$ cat src/rtl/fwd_hazard_unit_pkg.sv
// Shared definitions for the forwarding / load-use hazard unit:
// scoreboard entry layout, field offsets and select encoding.
package fwd_hazard_unit_pkg;

  localparam int RA_W_DEF = 3;

  // Entry layout, MSB to LSB: {valid, wb, rd, is_load}
  typedef struct packed {
    logic                valid;
    logic                wb;
    logic [RA_W_DEF-1:0] rd;
    logic                is_load;
  } sb_entry_t;

  localparam int SB_ENTRY_W = $bits(sb_entry_t);

  // Bit offsets inside a flattened entry of arbitrary register width
  localparam int ENT_LOAD = 0;
  localparam int ENT_RD   = 1;

  function automatic int ent_w(input int ra_w);
    return ra_w + 3;
  endfunction

  function automatic int ent_wb(input int ra_w);
    return ra_w + 1;
  endfunction

  function automatic int ent_valid(input int ra_w);
    return ra_w + 2;
  endfunction

  // Select encoding: 0 = register file, s = post-EX stage s
  localparam int SEL_RF = 0;

  function automatic int sel_stage(input int s);
    return s;
  endfunction

endpackage

$ cat src/rtl/fwd_hazard_unit_match_prio.sv
// Youngest-match priority finder: scans scoreboard positions FIRST..LAST
// for a valid writer of rsrc and reports the lowest matching position.
module fwd_match_prio
  import fwd_hazard_unit_pkg::*;
#(
  parameter int RA_W      = RA_W_DEF,
  parameter int FWD_DEPTH = 2,
  parameter int FIRST     = 1,
  parameter int LAST      = 2,
  localparam int SEL_W    = $clog2(FWD_DEPTH + 1),
  localparam int EW       = RA_W + 3
) (
  input  logic [RA_W-1:0]              rsrc,
  input  logic [(FWD_DEPTH+1)*EW-1:0]  sb,
  output logic                         hit,
  output logic [SEL_W-1:0]             idx,
  output logic                         is_load
);

  // Oldest to youngest so the lowest matching position overwrites older hits
  always_comb begin
    hit     = 1'b0;
    idx     = '0;
    is_load = 1'b0;
    for (int p = FWD_DEPTH; p >= 0; p--) begin
      if (p >= FIRST && p <= LAST &&
          sb[p*EW + ent_valid(RA_W)] && sb[p*EW + ent_wb(RA_W)] &&
          sb[p*EW + ENT_RD +: RA_W] == rsrc) begin
        hit     = 1'b1;
        idx     = SEL_W'(sel_stage(p));
        is_load = sb[p*EW + ENT_LOAD];
      end
    end
  end

endmodule

$ cat src/rtl/fwd_hazard_unit.sv
// EX-stage forwarding select generator with load-use stall detection.
// Shift-register scoreboard: position 0 = EX, 1..FWD_DEPTH = post-EX stages.
module fwd_hazard_unit
  import fwd_hazard_unit_pkg::*;
#(
  parameter int RA_W       = RA_W_DEF,
  parameter int NUM_SRC    = 2,
  parameter int FWD_DEPTH  = 2,
  parameter int LOAD_READY = 2,
  localparam int SEL_W     = $clog2(FWD_DEPTH + 1)
) (
  input  logic                      clk,
  input  logic                      rst,
  input  logic                      id_valid_i,
  input  logic [NUM_SRC*RA_W-1:0]   id_rsrc_i,
  input  logic [NUM_SRC-1:0]        id_src_used_i,
  input  logic                      id_wb_i,
  input  logic [RA_W-1:0]           id_rdst_i,
  input  logic                      id_is_load_i,
  input  logic                      hold_i,
  input  logic                      flush_i,
  output logic [NUM_SRC*SEL_W-1:0]  exec_sel_o,
  output logic                      stall_o,
  output logic                      ex_valid_o
);

  localparam int EW   = ent_w(RA_W);
  localparam int SB_W = (FWD_DEPTH + 1) * EW;

  logic [SB_W-1:0]          sb_q;
  logic [NUM_SRC*RA_W-1:0]  ex_rsrc_q;
  logic [NUM_SRC-1:0]       ex_used_q;

  logic                     issue;
  logic [EW-1:0]            new_entry;
  logic [NUM_SRC-1:0]       stall_src;

  logic [NUM_SRC-1:0]       ex_hit, ex_ld, id_hit, id_ld;
  logic [SEL_W-1:0]         ex_idx [NUM_SRC];
  logic [SEL_W-1:0]         id_idx [NUM_SRC];

  assign issue     = id_valid_i & ~stall_o & ~flush_i;
  assign new_entry = issue ? {1'b1, id_wb_i, id_rdst_i, id_is_load_i} : '0;

  // Advance the scoreboard one stage per unheld edge; oldest entry falls off
  always_ff @(posedge clk or posedge rst) begin
    if (rst) begin
      sb_q      <= '0;
      ex_rsrc_q <= '0;
      ex_used_q <= '0;
    end else if (!hold_i) begin
      sb_q      <= {sb_q[SB_W-EW-1:0], new_entry};
      ex_rsrc_q <= id_rsrc_i;
      ex_used_q <= issue ? id_src_used_i : '0;
    end
  end

  assign ex_valid_o = sb_q[ent_valid(RA_W)];

  for (genvar k = 0; k < NUM_SRC; k++) begin : g_src
    fwd_match_prio #(
      .RA_W(RA_W), .FWD_DEPTH(FWD_DEPTH), .FIRST(1), .LAST(FWD_DEPTH)
    ) u_ex_match (
      .rsrc    (ex_rsrc_q[k*RA_W +: RA_W]),
      .sb      (sb_q),
      .hit     (ex_hit[k]),
      .idx     (ex_idx[k]),
      .is_load (ex_ld[k])
    );

    fwd_match_prio #(
      .RA_W(RA_W), .FWD_DEPTH(FWD_DEPTH), .FIRST(0), .LAST(FWD_DEPTH-1)
    ) u_id_match (
      .rsrc    (id_rsrc_i[k*RA_W +: RA_W]),
      .sb      (sb_q),
      .hit     (id_hit[k]),
      .idx     (id_idx[k]),
      .is_load (id_ld[k])
    );

    // A load not yet at LOAD_READY has no data; the stall keeps this case away
    assign exec_sel_o[k*SEL_W +: SEL_W] =
      (ex_used_q[k] && ex_hit[k] && !(ex_ld[k] && int'(ex_idx[k]) < LOAD_READY))
        ? ex_idx[k] : SEL_W'(SEL_RF);

    // The load will be at p+1 when this instruction reaches EX
    assign stall_src[k] = id_src_used_i[k] & id_hit[k] & id_ld[k] &
                          ((int'(id_idx[k]) + 1) < LOAD_READY);
  end

  assign stall_o = id_valid_i & ~flush_i & (|stall_src);

endmodule

$ cat config.mk
export PLATFORM = sky130hd
export DESIGN_NAME = fwd_hazard_unit
export DESIGN_NICKNAME = d
export VERILOG_FILES = /design/src/rtl/fwd_hazard_unit_pkg.sv /design/src/rtl/fwd_hazard_unit_match_prio.sv /design/src/rtl/fwd_hazard_unit.sv
export SDC_FILE = /design/constraint.sdc
export NUM_CORES = 1
export LEC_CHECK = 0
export CORE_MARGIN = 3
export CORE_UTILIZATION = 45
export DETAILED_ROUTE_END_ITERATION = 10
export PLACE_DENSITY = 0.8
export SYNTH_ARGS = -nofsm -noshare
export SYNTH_HDL_FRONTEND = slang
export SYNTH_SLANG_ARGS = --single-unit
$ cat constraint.sdc
create_clock -name clk -period 1.2 [get_ports clk]
set_input_delay 0.3 -clock clk [delete_from_list [all_inputs] [get_ports clk]]
set_output_delay 0.3 -clock clk [all_outputs]
set_load 0.02 [all_outputs]
==> flow_summary.toml, run 1 <==
[run_status]
status = "complete, but fails checks"
violations = "negative setup slack"

[grt]
grt_pass1_vias = 1003
gr-total-overflow = 0
grt_pass1_wl_mm = 4.61
grt_usage = 0.186
grt_max_degree = 28
grt_antenna_before_repair = 0

[timing]
tightest_slew_ps = 257
fin_crit_ps = 1910
drv_slew = 0
rsz0062_at_grt = "yes"
fin_skew_ps = 4.65
relSlewSlack = 0.827
fin_hold_ws_ps = 279
setup_ws_ps = -708
hold_violations = 0
min_period_over_period = 1.59
fmax_ghz = 0.524
setup_viol = 14

[synthesis]
avgSynthCellArea_um2 = 11.7
syn-num-nets = 121
synth_cell_type_count = 18
synth_area_mm2 = 0.00120
syn_inst = 103
synth-seq-area-share = 0.521
yosysWarningCount = 0
ys_seq_elements = 25

[clock_tree]
cts_buffers = 3
cts_tree = "built"
cts_buffer_depth = 2
cts-root-buf = "clkbuf_4"
clock_latency_ps = 320
cts.sinks = 25
clkTransAtPathRegs_ps = 140
h-tree-depth = 1

[floorplan]
ioPinCount = 24
die-area_mm2 = 0.00333
die_w_um = 57.7
die_y_um = 57.7
initial_core_util = 0.480
core_mm2 = 0.00250
rows = 18

[cells_and_area]
finalNonFillerCells = 187
fin_util = 0.738
final_nets = 176
area_delta_synth_final_pct = 53.5
final_cell_mix = "buf_4 (25), dfrtp_1 (23), mux2_2 (17)"
drive_gt1_frac = 0.497
n_antenna_cell = 0
final_common_cell = "buf_4"

[critical_path]
crit_start = "id_rsrc_i[3]"
reg2reg_slack_ps = -290
worstSetupPathType = "in2out"
path_buf_inv = 2
reg2reg_from = "sb_q[3]$_DFFE_PP0N_"
critPathMaxStageDelay_ps = 550
reg2reg_to = "sb_q[5]$_DFFE_PP0N_"
crit_chain = "clkdlybuf4s50_1 > xnor2_1 > nand4_1 > a211oi_4 > buf_6"
crit_cells = 5
worstSetupEndpointType = "output port"
cp_slowest_cell = "clkdlybuf4s50_1"
startpoint_type = "input pin"
crit_arrival_ps = 1610
cp-endpoint = "stall_o"
rr_worst_depth = 6
cp_data_required_time_ps = 900
cpLargestDelayFamily = "buffers and inverters"
path_max_fanout = 2

[detailed_routing]
routedWlPerCell_um = 16.3
vias = 980
via_per_inst = 5.24
dr.pass1.iters = 4
drtIter0Drc = 19
drt-total-wl_mm = 3.04
ant_nets = 0
drc = 0

[min_path]
hold_path.class = "in2async"

[placed_design]
place.gp.congestion = 0.820
dp_hpwl_mm = 2.16
io_buffers = 23
dp.cells = 177

[flow_run]
max_cap_viol_count = 0

[power]
powerDensity_mw_per_mm2 = 971
p_leak_uw = 0.000848
peakVddDrop_mv = 0.687
finalPower_uw = 1790
## kinds of logic after synthesis
group	count (synthesis)	synth area share
AO/OA/AOI/OAI	10	0.0490
XOR/XNOR	18	0.131
buffers and inverters	4	0.0208
flip-flops	25	0.521
multiplexers	17	0.159
AND/OR/NAND/NOR	29	0.119
## synth_stat cells
| master | n | area (um^2) |
|---|---|---|
| a211oi_1 | 1 | 7.51 |
| a21oi_2 | 1 | 8.76 |
| and3b_1 | 2 | 17.5 |
| buf_2 | 2 | 10.0 |
| buf_6 | 1 | 11.3 |
| dfrtp_1 | 25 | 626 |
| inv_1 | 1 | 3.75 |
| mux2_2 | 17 | 191 |
| nand2_1 | 16 | 60.1 |
| nand2b_1 | 1 | 6.26 |
| nand3_1 | 1 | 5.00 |
| nand4_1 | 4 | 25.0 |
| nor2_1 | 1 | 3.75 |
| nor4_1 | 4 | 25.0 |
| o21ai_0 | 7 | 35.0 |
| o31ai_1 | 1 | 7.51 |
| xnor2_1 | 8 | 70.1 |
| xor2_1 | 10 | 87.6 |
## power breakdown
part | leakage [uW] | switching, uW | total [uW] | internal [uW]
Clock | 0.0000177 | 253 | 378 | 125
Combinational | 0.000509 | 171 | 431 | 260
Sequential | 0.000322 | 68.3 | 981 | 913
## timing repair
item | CTS | global route
pin swaps | 13 | 10
setup endpoints to repair | 14 | 14
buffers inserted | 6 | 2
hold buffers | 0 | 0
gates resized for setup | 37 | 24
## per-layer routing
layer  wire length [um]  share of wire  track usage  up-vias
li1                   -              -            -      465
met1               1170           0.38        0.220      485
met2               1710           0.56        0.332       28
met3                144          0.047       0.0379        2
met4                 13         0.0043       0.0662        0
met5                  0              0            0        -
## worst min path at each step
stage / from / end / slack, ps
final: rst / sb_q[11]$_DFFE_PP0N_ / 280
after global routing: rst / sb_q[15]$_DFFE_PP0N_ / 310
after CTS: rst / sb_q[6]$_DFFE_PP0N_ / 280
after detailed placement: ex_used_q[1]$_DFFE_PP0N_ / ex_used_q[1]$_DFFE_PP0N_ / 540
after global placement: ex_used_q[1]$_DFFE_PP0N_ / ex_used_q[1]$_DFFE_PP0N_ / 510
after floorplan: rst / ex_rsrc_q[0]$_DFFE_PP0N_ / 330
## worst register-to-register path, delay by kind of cell, from the launching register on
family,cells,cell delay [ps]
XOR/XNOR,1,190
buffers and inverters,2,340
flip-flops,1,460
AND/OR/NAND/NOR,1,210
AO/OA/AOI/OAI,2,200
## sequential cells by signal, summed over array words and instances, names as in the netlist
signal / cells
ex_rsrc_q: 6
ex_used_q: 2
sb_q: 17
## per-stage QoR
stage          instance area, um^2  TNS, ps  worst slack [ps]
2_1_floorplan                 1240    -1370              -253
3_3_place_gp                  1690   -13260             -1200
3_5_place_dp                  1690   -14330             -1190
4_1_cts                       1780    -6670              -722
5_1_grt                       1840    -6960              -805
6_report                      1840    -5890              -708
## cell type report
class	count	area (um^2)
flip-flops and latches	25	628
multi-input cells	74	652
fillers	169	656
inverters	1	3.75
repair buffers	53	495
well taps	30	37.5
clock inverters	1	5.00
clock buffers	3	22.5
No activity file was read; power rests on OpenSTA's default activity.
==> inputs of run 2 (changes only) <==
==> constraint.sdc (replaced) <==
create_clock -name clk -period 1.7 [get_ports clk]
set_input_delay 0.51 -clock clk [delete_from_list [all_inputs] [get_ports clk]]
set_output_delay 0.51 -clock clk [all_outputs]
set_load 0.02 [all_outputs]
==> flow_summary.toml, run 2 (same netlist as run 1, synthesis figures left out) <==
[run_status]
status = "complete, but fails checks"
violations = "negative setup slack"

[cells_and_area]
top_register = "sb_q"
regArea_um2 = 628
multiInputGateArea_um2 = 619
final_common_cell = "buf_4"
fill_cells = 185
n_antenna_cell = 0
final_cell_mix = "buf_4 (28), dfrtp_1 (23), mux2_2 (17)"
drive_gt1_frac = 0.416
biggestRegsByFlops = "sb_q (17), ex_rsrc_q (6), ex_used_q (2)"
finalNonFillerCells = 184
largest_reg_flops = 17
final_nets = 173
area_delta_synth_final_pct = 45.6

[critical_path]
startpoint_type = "flop"
cp_data_required_time_ps = 1190
reg2reg_from = "sb_q[1]$_DFFE_PP0N_"
reg2reg_to = "sb_q[2]$_DFFE_PP0N_"
worstSetupPathType = "reg2out"
reg2reg_slack_ps = 170
crit_arrival_ps = 1630
rr_worst_depth = 5
worstSetupEndpointType = "output port"
path_max_fanout = 3

[placed_design]
io_buffers = 23
dp.cells = 175
place.gp.congestion = 0.858
dp_slack_ps = -1010
dp_hpwl_mm = 1.94

[detailed_routing]
via_per_inst = 4.99
vias = 918
ant_nets = 0
routedWlPerCell_um = 14.3
drt-total-wl_mm = 2.63
dr.pass1.iters = 4
drc = 0
drtIter0Drc = 24

[grt]
grt_pass1_vias = 957
gr-total-overflow = 0
grt_max_degree = 27
grt_usage = 0.171
grt_pass1_wl_mm = 4.33
grt_antenna_before_repair = 0

[timing]
hold_violations = 0
fin_crit_ps = 2140
drv_slew = 0
min_period_over_period = 1.26
rsz0062_at_grt = "yes"
setup_viol = 5
fin_hold_ws_ps = 530
fmax_ghz = 0.466
fin_skew_ps = 2.75
fin_tns_setup_ps = -2020
tightest_slew_ps = 331
setup_ws_ps = -444
relSlewSlack = 0.779

[clock_tree]
h-tree-depth = 1
cts_buffer_depth = 2
cts_tree = "built"
clock_latency_ps = 310
cts.sinks = 25
clkTransAtPathRegs_ps = 130
cts_buffers = 3
cts-root-buf = "clkbuf_4"

[power]
p_int_uw = 902
p_sw_frac = 0.265
powerDensity_mw_per_mm2 = 702
p_leak_uw = 0.000802
p_sw_uw = 326
seqPwrFrac = 0.563
peakVddDrop_mv = 0.512
p_comb_frac = 0.228
p_clk_frac = 0.209

[floorplan]
ioPinCount = 24
initial_core_util = 0.480
die-area_mm2 = 0.00333
rows = 18
core_mm2 = 0.00250
die_w_um = 57.7
die_y_um = 57.7

[min_path]
hold_path.class = "in2async"

[flow_run]
max_cap_viol_count = 0
==> run 2: worst max-delay path by stage <==
| stage | to | startpoint | cells past startpoint |
|---|---|---|---|
| after global placement | stall_o | id_rsrc_i[3] | 5 |
| after CTS | exec_sel_o[0] | sb_q[9]$_DFFE_PP0N_ | 4 |
| after global routing | exec_sel_o[3] | sb_q[9]$_DFFE_PP0N_ | 5 |
| after floorplan | exec_sel_o[0] | ex_rsrc_q[1]$_DFFE_PP0N_ | 3 |
| final | exec_sel_o[3] | sb_q[9]$_DFFE_PP0N_ | 5 |
| after detailed placement | stall_o | id_rsrc_i[3] | 5 |
==> run 2: critical path, cell delays in order, from the launching register on <==
cell     delay (ps)
dfrtp_1         440
xor2_1          190
nor4_2          320
buf_4           180
nor4_4           40
buf_4           160
==> run 2: layout make-up <==
class | instances | share of cell area
clock buffer | 4 | 0.0150
inverter | 1 | 0.00215
multi-input combinational | 74 | 0.354
sequential | 25 | 0.359
tap | 30 | 0.0215
timing repair buffer | 50 | 0.248
==> run 2: power by group through the flow <==
| stage | clock, uW | sequential [uW] | combinational [uW] |
|---|---|---|---|
| after detailed placement | 0 | 699 | 256 |
| final | 256 | 692 | 280 |
| after global routing | 294 | 699 | 303 |
| after global placement | 0 | 695 | 250 |
| after floorplan | 0 | 696 | 125 |
| after CTS | 268 | 690 | 263 |
==> run 2: timing repair <==
item,in CTS,in global routing
setup endpoints to repair,12,6
setup buffers,1,4
hold buffers,0,0
gates resized for setup,39,10
pin swaps,12,8
==> run 2: per-stage QoR <==
step                total power, uW  cell area (um^2)  utilization
finish                         1230              1750        0.700
global route                   1300              1750        0.700
global placement                945              1640        0.657
floorplan                       821              1220            -
detailed placement              955              1640        0.657
CTS                            1220              1680        0.672
==> run 2: metal layers <==
metal / up-vias / track usage / routed length, um / share of wire
met2: 18 / 0.303 / 1340 / 0.51
met5: - / 0 / 0 / 0
met3: 2 / 0.0223 / 94 / 0.036
li1: 460 / - / - / -
met4: 0 / 0.0497 / 13 / 0.0049
met1: 438 / 0.217 / 1180 / 0.45
